`src/rtl/shamt_detector_pkg.sv`:
```
//------------------------------------------------------------------------------
// shamt_detector_pkg
//   Shared enable and polarity constants for the shift-amount detector slice.
//   ENABLE/DISABLE select a feature.
//   HIGH/LOW give the active level of a flag output.
//------------------------------------------------------------------------------
package shamt_detector_pkg;

   localparam bit ENABLE  = 1'b1;
   localparam bit DISABLE = 1'b0;
   localparam bit HIGH    = 1'b1;
   localparam bit LOW     = 1'b0;

endpackage : shamt_detector_pkg

```
`src/rtl/shamt_detector_shifter.sv`:
```
//------------------------------------------------------------------------------
// shamt_detector_shifter
//   Combinational shifter. It applies a shift or rotate of `shamt` positions to
//   `in`.
// Parameters
//   ROTATE    1: rotate.  0: logical shift with zero fill.
//   TO_RIGHT  1: shift right.  0: shift left.
//   DATA      data word width.
//   SHAMT     shift-amount width.
// Ports
//   in     in   DATA   word to shift
//   shamt  in   SHAMT  shift amount
//   out    out  DATA   shifted or rotated word
//------------------------------------------------------------------------------
module shamt_detector_shifter #(
   parameter bit ROTATE   = 1'b1,
   parameter bit TO_RIGHT = 1'b0,
   parameter int DATA     = 8,
   parameter int SHAMT    = 3
) (
   input  logic [DATA-1:0]  in,
   input  logic [SHAMT-1:0] shamt,
   output logic [DATA-1:0]  out
);

   if (ROTATE) begin : g_rotate
      // A rotate by an amount of DATA or more is the same as a rotate by the
      // amount modulo DATA. Shifting a doubled copy of the word gives the rotate.
      logic [2*DATA-1:0] dbl;
      int unsigned       rot_amt;

      always_comb begin
         rot_amt = 32'(shamt) % 32'(DATA);
         if (TO_RIGHT) begin
            dbl = {in, in} >> rot_amt;
            out = dbl[DATA-1:0];
         end else begin
            dbl = {in, in} << rot_amt;
            out = dbl[2*DATA-1 -: DATA];
         end
      end
   end else begin : g_shift
      // A shift by DATA or more positions gives all zeros.
      if (TO_RIGHT) begin : g_right
         assign out = in >> shamt;
      end else begin : g_left
         assign out = in << shamt;
      end
   end

endmodule : shamt_detector_shifter

```
`src/rtl/shamt_detector.sv`:
```
//------------------------------------------------------------------------------
// shamt_detector
//   This block is the inverse of the shifter. It takes an original word and an
//   observed word. It then tries candidate shift amounts, one per cycle, starting
//   from 0. It reports the first candidate that maps the original word onto the
//   observed word. Both the request side and the result side use valid/ready
//   handshakes.
// Parameters
//   ROTATE    ENABLE: rotate semantics.  DISABLE: logical shift, zero fill.
//   TO_RIGHT  ENABLE: candidates are right shifts.  DISABLE: left shifts.
//   DATA      data word width.
//   SHAMT     shift-amount width. The search space is 0 .. 2^SHAMT-1.
//   ACT       active level of res_found.
// Ports
//   clk        in   1      clock, rising edge
//   reset      in   1      asynchronous reset, active-high
//   clear      in   1      synchronous abort back to IDLE
//   req_valid  in   1      request valid
//   req_ready  out  1      high only in IDLE
//   ref_data   in   DATA   original (unshifted) word
//   obs_data   in   DATA   observed (shifted) word
//   res_valid  out  1      result valid, high only in DONE
//   res_ready  in   1      result consumed
//   res_shamt  out  SHAMT  smallest matching shift amount, 0 if none
//   res_found  out  1      ACT when a match exists
//------------------------------------------------------------------------------
module shamt_detector
   import shamt_detector_pkg::*;
#(
   parameter bit ROTATE   = ENABLE,
   parameter bit TO_RIGHT = DISABLE,
   parameter int DATA     = 8,
   parameter int SHAMT    = 3,
   parameter bit ACT      = HIGH
) (
   input  logic             clk,
   input  logic             reset,
   input  logic             clear,
   input  logic             req_valid,
   output logic             req_ready,
   input  logic [DATA-1:0]  ref_data,
   input  logic [DATA-1:0]  obs_data,
   output logic             res_valid,
   input  logic             res_ready,
   output logic [SHAMT-1:0] res_shamt,
   output logic             res_found
);

   typedef enum logic [1:0] {
      IDLE   = 2'd0,
      SEARCH = 2'd1,
      DONE   = 2'd2
   } state_t;

   localparam logic [SHAMT-1:0] CAND_MAX = '1;

   state_t           state;
   logic [SHAMT-1:0] cand;
   logic [DATA-1:0]  ref_q;
   logic [DATA-1:0]  obs_q;
   logic [DATA-1:0]  shifted;
   logic             match;

   shamt_detector_shifter #(
      .ROTATE   (ROTATE),
      .TO_RIGHT (TO_RIGHT),
      .DATA     (DATA),
      .SHAMT    (SHAMT)
   ) u_shifter (
      .in    (ref_q),
      .shamt (cand),
      .out   (shifted)
   );

   assign match = (shifted == obs_q);

   // The handshake outputs come only from the state register. This way there is
   // no combinational path from any input to req_ready or res_valid.
   assign req_ready = (state == IDLE);
   assign res_valid = (state == DONE);

   // NOTE: sequential state uses non-blocking assignments so every register
   // samples the values from before the edge. Blocking assignments here would
   // make the result depend on statement order.
   always_ff @(posedge clk or posedge reset) begin
      if (reset) begin
         // NOTE: the captured operand registers are reset as well, even though
         // they are never read before they are written. This keeps their
         // contents deterministic after reset.
         state     <= IDLE;
         cand      <= '0;
         ref_q     <= '0;
         obs_q     <= '0;
         res_shamt <= '0;
         res_found <= ~ACT;
      end else if (clear) begin
         // clear overrides a same-edge accept or result handshake.
         state     <= IDLE;
         cand      <= '0;
         res_shamt <= '0;
         res_found <= ~ACT;
      end else begin
         unique case (state)
            IDLE: begin
               if (req_valid) begin
                  ref_q <= ref_data;
                  obs_q <= obs_data;
                  cand  <= '0;
                  state <= SEARCH;
               end
            end
            SEARCH: begin
               // Candidates are tried in ascending order, so the first hit is
               // the smallest matching shift amount.
               if (match) begin
                  res_shamt <= cand;
                  res_found <= ACT;
                  state     <= DONE;
               end else if (cand == CAND_MAX) begin
                  res_shamt <= '0;
                  res_found <= ~ACT;
                  state     <= DONE;
               end else begin
                  cand <= cand + 1'b1;
               end
            end
            DONE: begin
               if (res_ready) begin
                  state <= IDLE;
               end
            end
            default: begin
               state <= IDLE;
            end
         endcase
      end
   end

endmodule : shamt_detector

```
`config.mk`:
```
export PLATFORM = sky130hd
export DESIGN_NAME = shamt_detector
export DESIGN_NICKNAME = d
export VERILOG_FILES = /design/src/rtl/shamt_detector_pkg.sv /design/src/rtl/shamt_detector_shifter.sv /design/src/rtl/shamt_detector.sv
export SDC_FILE = /design/constraint.sdc
export NUM_CORES = 1
export LEC_CHECK = 0
export ABC_AREA = 1
export ABC_CLOCK_PERIOD_IN_PS = 2340
export BUFFER_PORTS_ARGS = -buffer_cell sky130_fd_sc_hd__buf_2
export CORE_MARGIN = 2
export CORE_UTILIZATION = 55
export CTS_CLUSTER_DIAMETER = 150
export DETAILED_ROUTE_END_ITERATION = 7
export GPL_ROUTABILITY_DRIVEN = 0
export PLACE_DENSITY_LB_ADDON = 0.08
export SYNTH_ARGS = -nofsm -noshare
export SYNTH_HDL_FRONTEND = slang
export SYNTH_SLANG_ARGS = --single-unit
```
`constraint.sdc`:
```
create_clock -name clk -period 2.34 [get_ports clk]
set_clock_uncertainty 0.2 [all_clocks]
set_input_delay 0.468 -clock clk [delete_from_list [all_inputs] [get_ports clk]]
set_output_delay 0.468 -clock clk [all_outputs]
set_load 0.01 [all_outputs]
```
==> results_dict.tcl <==
set metrics [dict create \
    dieArea_um2 3330 \
    ios 27 \
    core_region_area_um2 2760 \
    cts_made_buffers 3 \
    r2r-end "res_found$_DFFE_PP0P_" \
    use_met1 0.272 \
    cts_tree "done" \
    whs_endpoint "state[1]$_DFFE_PP0P_" \
    met2_usage 0.380 \
    cts_hold_buf 1 \
    worstRegToRegCells 14 \
    ctsResizeCount 0 \
    num_antenna_cells 0 \
    htree_levels 1 \
    setup_violations 0 \
    cts_sinks 25 \
    hp-start "res_ready" \
    fill_cells 239 \
    grt_use_total 0.218 \
    final_util 0.643 \
    ir_drop_mv 0.509 \
    cp_top_family "simple AND/OR/NAND/NOR gates" \
    root_buffer "clkbuf_4" \
    endpoint_kind "flip-flop" \
    yosysSeqAreaShare 0.394 \
    grt_pass1_vias 1327 \
    total_power_mw 1.15 \
    avgSynthCellArea_um2 8.45 \
    synthDistinctLibCells 21 \
    synth_area_leaders "dfrtp_1 (39%), nand2_1 (12%), nand3_1 (10%), mux2_2 (9.9%), nand2_2 (5.9%)" \
    max_stage_delay_ns 0.48 \
    die_w_um 57.7 \
    worstHoldPathType "input port to flip-flop" \
    required_ns 2.37 \
    maxSlewHeadroom 0.691 \
    dp_hpwl_mm 2.56 \
    clk_latency_ns 0.32 \
    yosys.area.top_type "dfrtp_1" \
    min_path_cells 2 \
    drive_above_1_share 0.349 \
    maxClockFrequency_mhz 493 \
    crit_chain "inv_1, nand3_1, nand3_1, nand2_1, nand2_1, nand2_1, inv_1, nand2_2, nor2_4, nand2_4, nand3_2, nand2_2, nand2_1, nand2_1" \
    syn_area_um2 1590 \
    min_period_over_period 0.867 \
    r2r_slack_ns 0.31 \
    startpoint_type "flip-flop" \
    crit_type "flip-flop to flip-flop" \
    final_max_slew_viol_count 0 \
    path_max_fanout 8 \
    grt_util_met3 0.0313 \
    worst_slew_pin_slew_ns 0.463 \
    tns_ns 0 \
    power_density_nw_per_um2 650 \
    initial_utilization 0.576 \
    portBuffers 26 \
    via_per_inst 5.51 \
    crit_path_frequent_cell "nand2_1" \
    die_h_um 57.7 \
    yosys_warnings 0 \
    grt_pass1_wl_mm 5.62 \
    critPathSlowestCell "dfrtp_1" \
    cap_violations 0 \
    busiest_layer "met2" \
    routed_wl_mm 3.20 \
    via_count 1372 \
    run_status "complete, no violations" \
    synth_nets 211 \
    synth_top_cell_area_share 0.394 \
    min_period_ns 2.03 \
    clk_path_buf_depth 2 \
    clkTransAtPathRegs_ns 0.13 \
    synth_cells 188 \
    detail-route-antenna-nets 0 \
    drc 0 \
    nets 242 \
    first_iter_violations 51 \
    rr_startpoint "cand[1]$_DFFE_PP0P_" \
    critPathBufInv 2 \
    rows 19 \
    cp_data_arrival_time_ns 2.06 \
    cts_setup_buffers 0 \
    gr-total-overflow 0 \
    first_pass_iters 4 \
    grt_start_max_net_pins 26 \
    synthToLayoutAreaGrowth_pct 11.7 \
    antenna_found_initial 0 \
    finalHoldViolations 0 \
    drt-wirelength-per-cell_um 12.8 \
    rsz0062_at_grt "no" \
    ys_seq_elements 25 \
    leakage_nw 0.940 \
]
registers in the layout, summed over array words and instances, names as in the netlist:
register	cells
res_shamt	3
obs_q	8
cand	3
res_found	1
state	2
ref_q	8
synth_stat cells:
| cell type | n |
|---|---|
| nand3_2 | 9 |
| nor2_2 | 1 |
| nand2_4 | 1 |
| o21ai_0 | 1 |
| buf_6 | 2 |
| ha_1 | 2 |
| nand3_1 | 33 |
| nand2_1 | 51 |
| mux2_2 | 14 |
| nor2_4 | 3 |
| inv_2 | 1 |
| nor2_1 | 6 |
| a22oi_1 | 1 |
| dfrtp_1 | 25 |
| inv_1 | 12 |
| nand3b_1 | 6 |
| a21oi_1 | 2 |
| buf_2 | 1 |
| o211ai_1 | 1 |
| clkbuf_8 | 1 |
| nand2_2 | 15 |
worst max-delay path by stage:
stage	from	to	slack (ns)	depth (start not counted)
2_1_floorplan	cand[0]$_DFFE_PP0P_	res_found$_DFFE_PP0P_	0.60	13
3_3_place_gp	cand[1]$_DFFE_PP0P_	res_shamt[0]$_DFFE_PP0P_	0.40	12
3_5_place_dp	cand[1]$_DFFE_PP0P_	res_found$_DFFE_PP0P_	0.33	12
4_1_cts	cand[1]$_DFFE_PP0P_	res_found$_DFFE_PP0P_	0.30	12
5_1_grt	cand[1]$_DFFE_PP0P_	res_shamt[0]$_DFFE_PP0P_	0.04	13
6_report	cand[1]$_DFFE_PP0P_	res_found$_DFFE_PP0P_	0.31	14
final cells by class:
| cell class | instances | area [um2] | area share |
|---|---|---|---|
| tap | 31 | 38.8 | 0.0219 |
| timing repair buffer | 30 | 163 | 0.0917 |
| clock buffer | 4 | 26.3 | 0.0148 |
| sequential | 25 | 626 | 0.353 |
| inverter | 13 | 48.8 | 0.0275 |
| multi-input combinational | 146 | 872 | 0.492 |
power by group:
part / total [mW] / internal (mW) / switching [mW]
clock network: 0.190 / 0.0667 / 0.123
logic: 0.404 / 0.175 / 0.229
registers: 0.559 / 0.499 / 0.0604
placed cells by master (no fill, tap or decap):
| master | instances |
|---|---|
| nor2_1 | 6 |
| buf_4 | 3 |
| nor2_4 | 3 |
| o21ai_0 | 1 |
| dfrtp_1 | 25 |
| a21oi_1 | 2 |
| ha_1 | 2 |
| clkbuf_4 | 3 |
| buf_2 | 26 |
| nand2_1 | 51 |
| nand3_2 | 9 |
| inv_1 | 12 |
| mux2_2 | 14 |
| nor2_2 | 1 |
| dlygate4sd3_1 | 1 |
| nand2_2 | 15 |
| nand2_4 | 1 |
| nand3b_1 | 6 |
| inv_2 | 1 |
| clkbuf_1 | 1 |
| o211ai_1 | 1 |
| a22oi_1 | 1 |
| nand3_1 | 33 |
cell families after synthesis:
kind of cell	after synthesis	synth area share
buffers and inverters	17	0.0567
muxes	14	0.0993
adders and majority gates	2	0.0158
DFF	25	0.394
AOI/OAI and AO/OA	5	0.0189
and+or+nand+nor	125	0.415
metrics by stage:
| step | hold slack, ns | instance area (um2) | instances | worst slack [ns] |
|---|---|---|---|---|
| floorplan | 0.293 | 1590 | 188 | 0.599 |
| global placement | 0.253 | 1740 | 244 | 0.396 |
| detailed placement | 0.260 | 1740 | 244 | 0.329 |
| CTS | 0.134 | 1770 | 249 | 0.300 |
| global route | 0.139 | 1770 | 249 | 0.0420 |
| finish | 0.139 | 1770 | 249 | 0.310 |
routing by layer:
metal	vias to the layer above	share of wire
met1	643	0.46
met2	43	0.47
met4	0	0.016
li1	682	-
met5	-	0
met3	4	0.050
No activity file was read; power rests on OpenSTA's default activity.
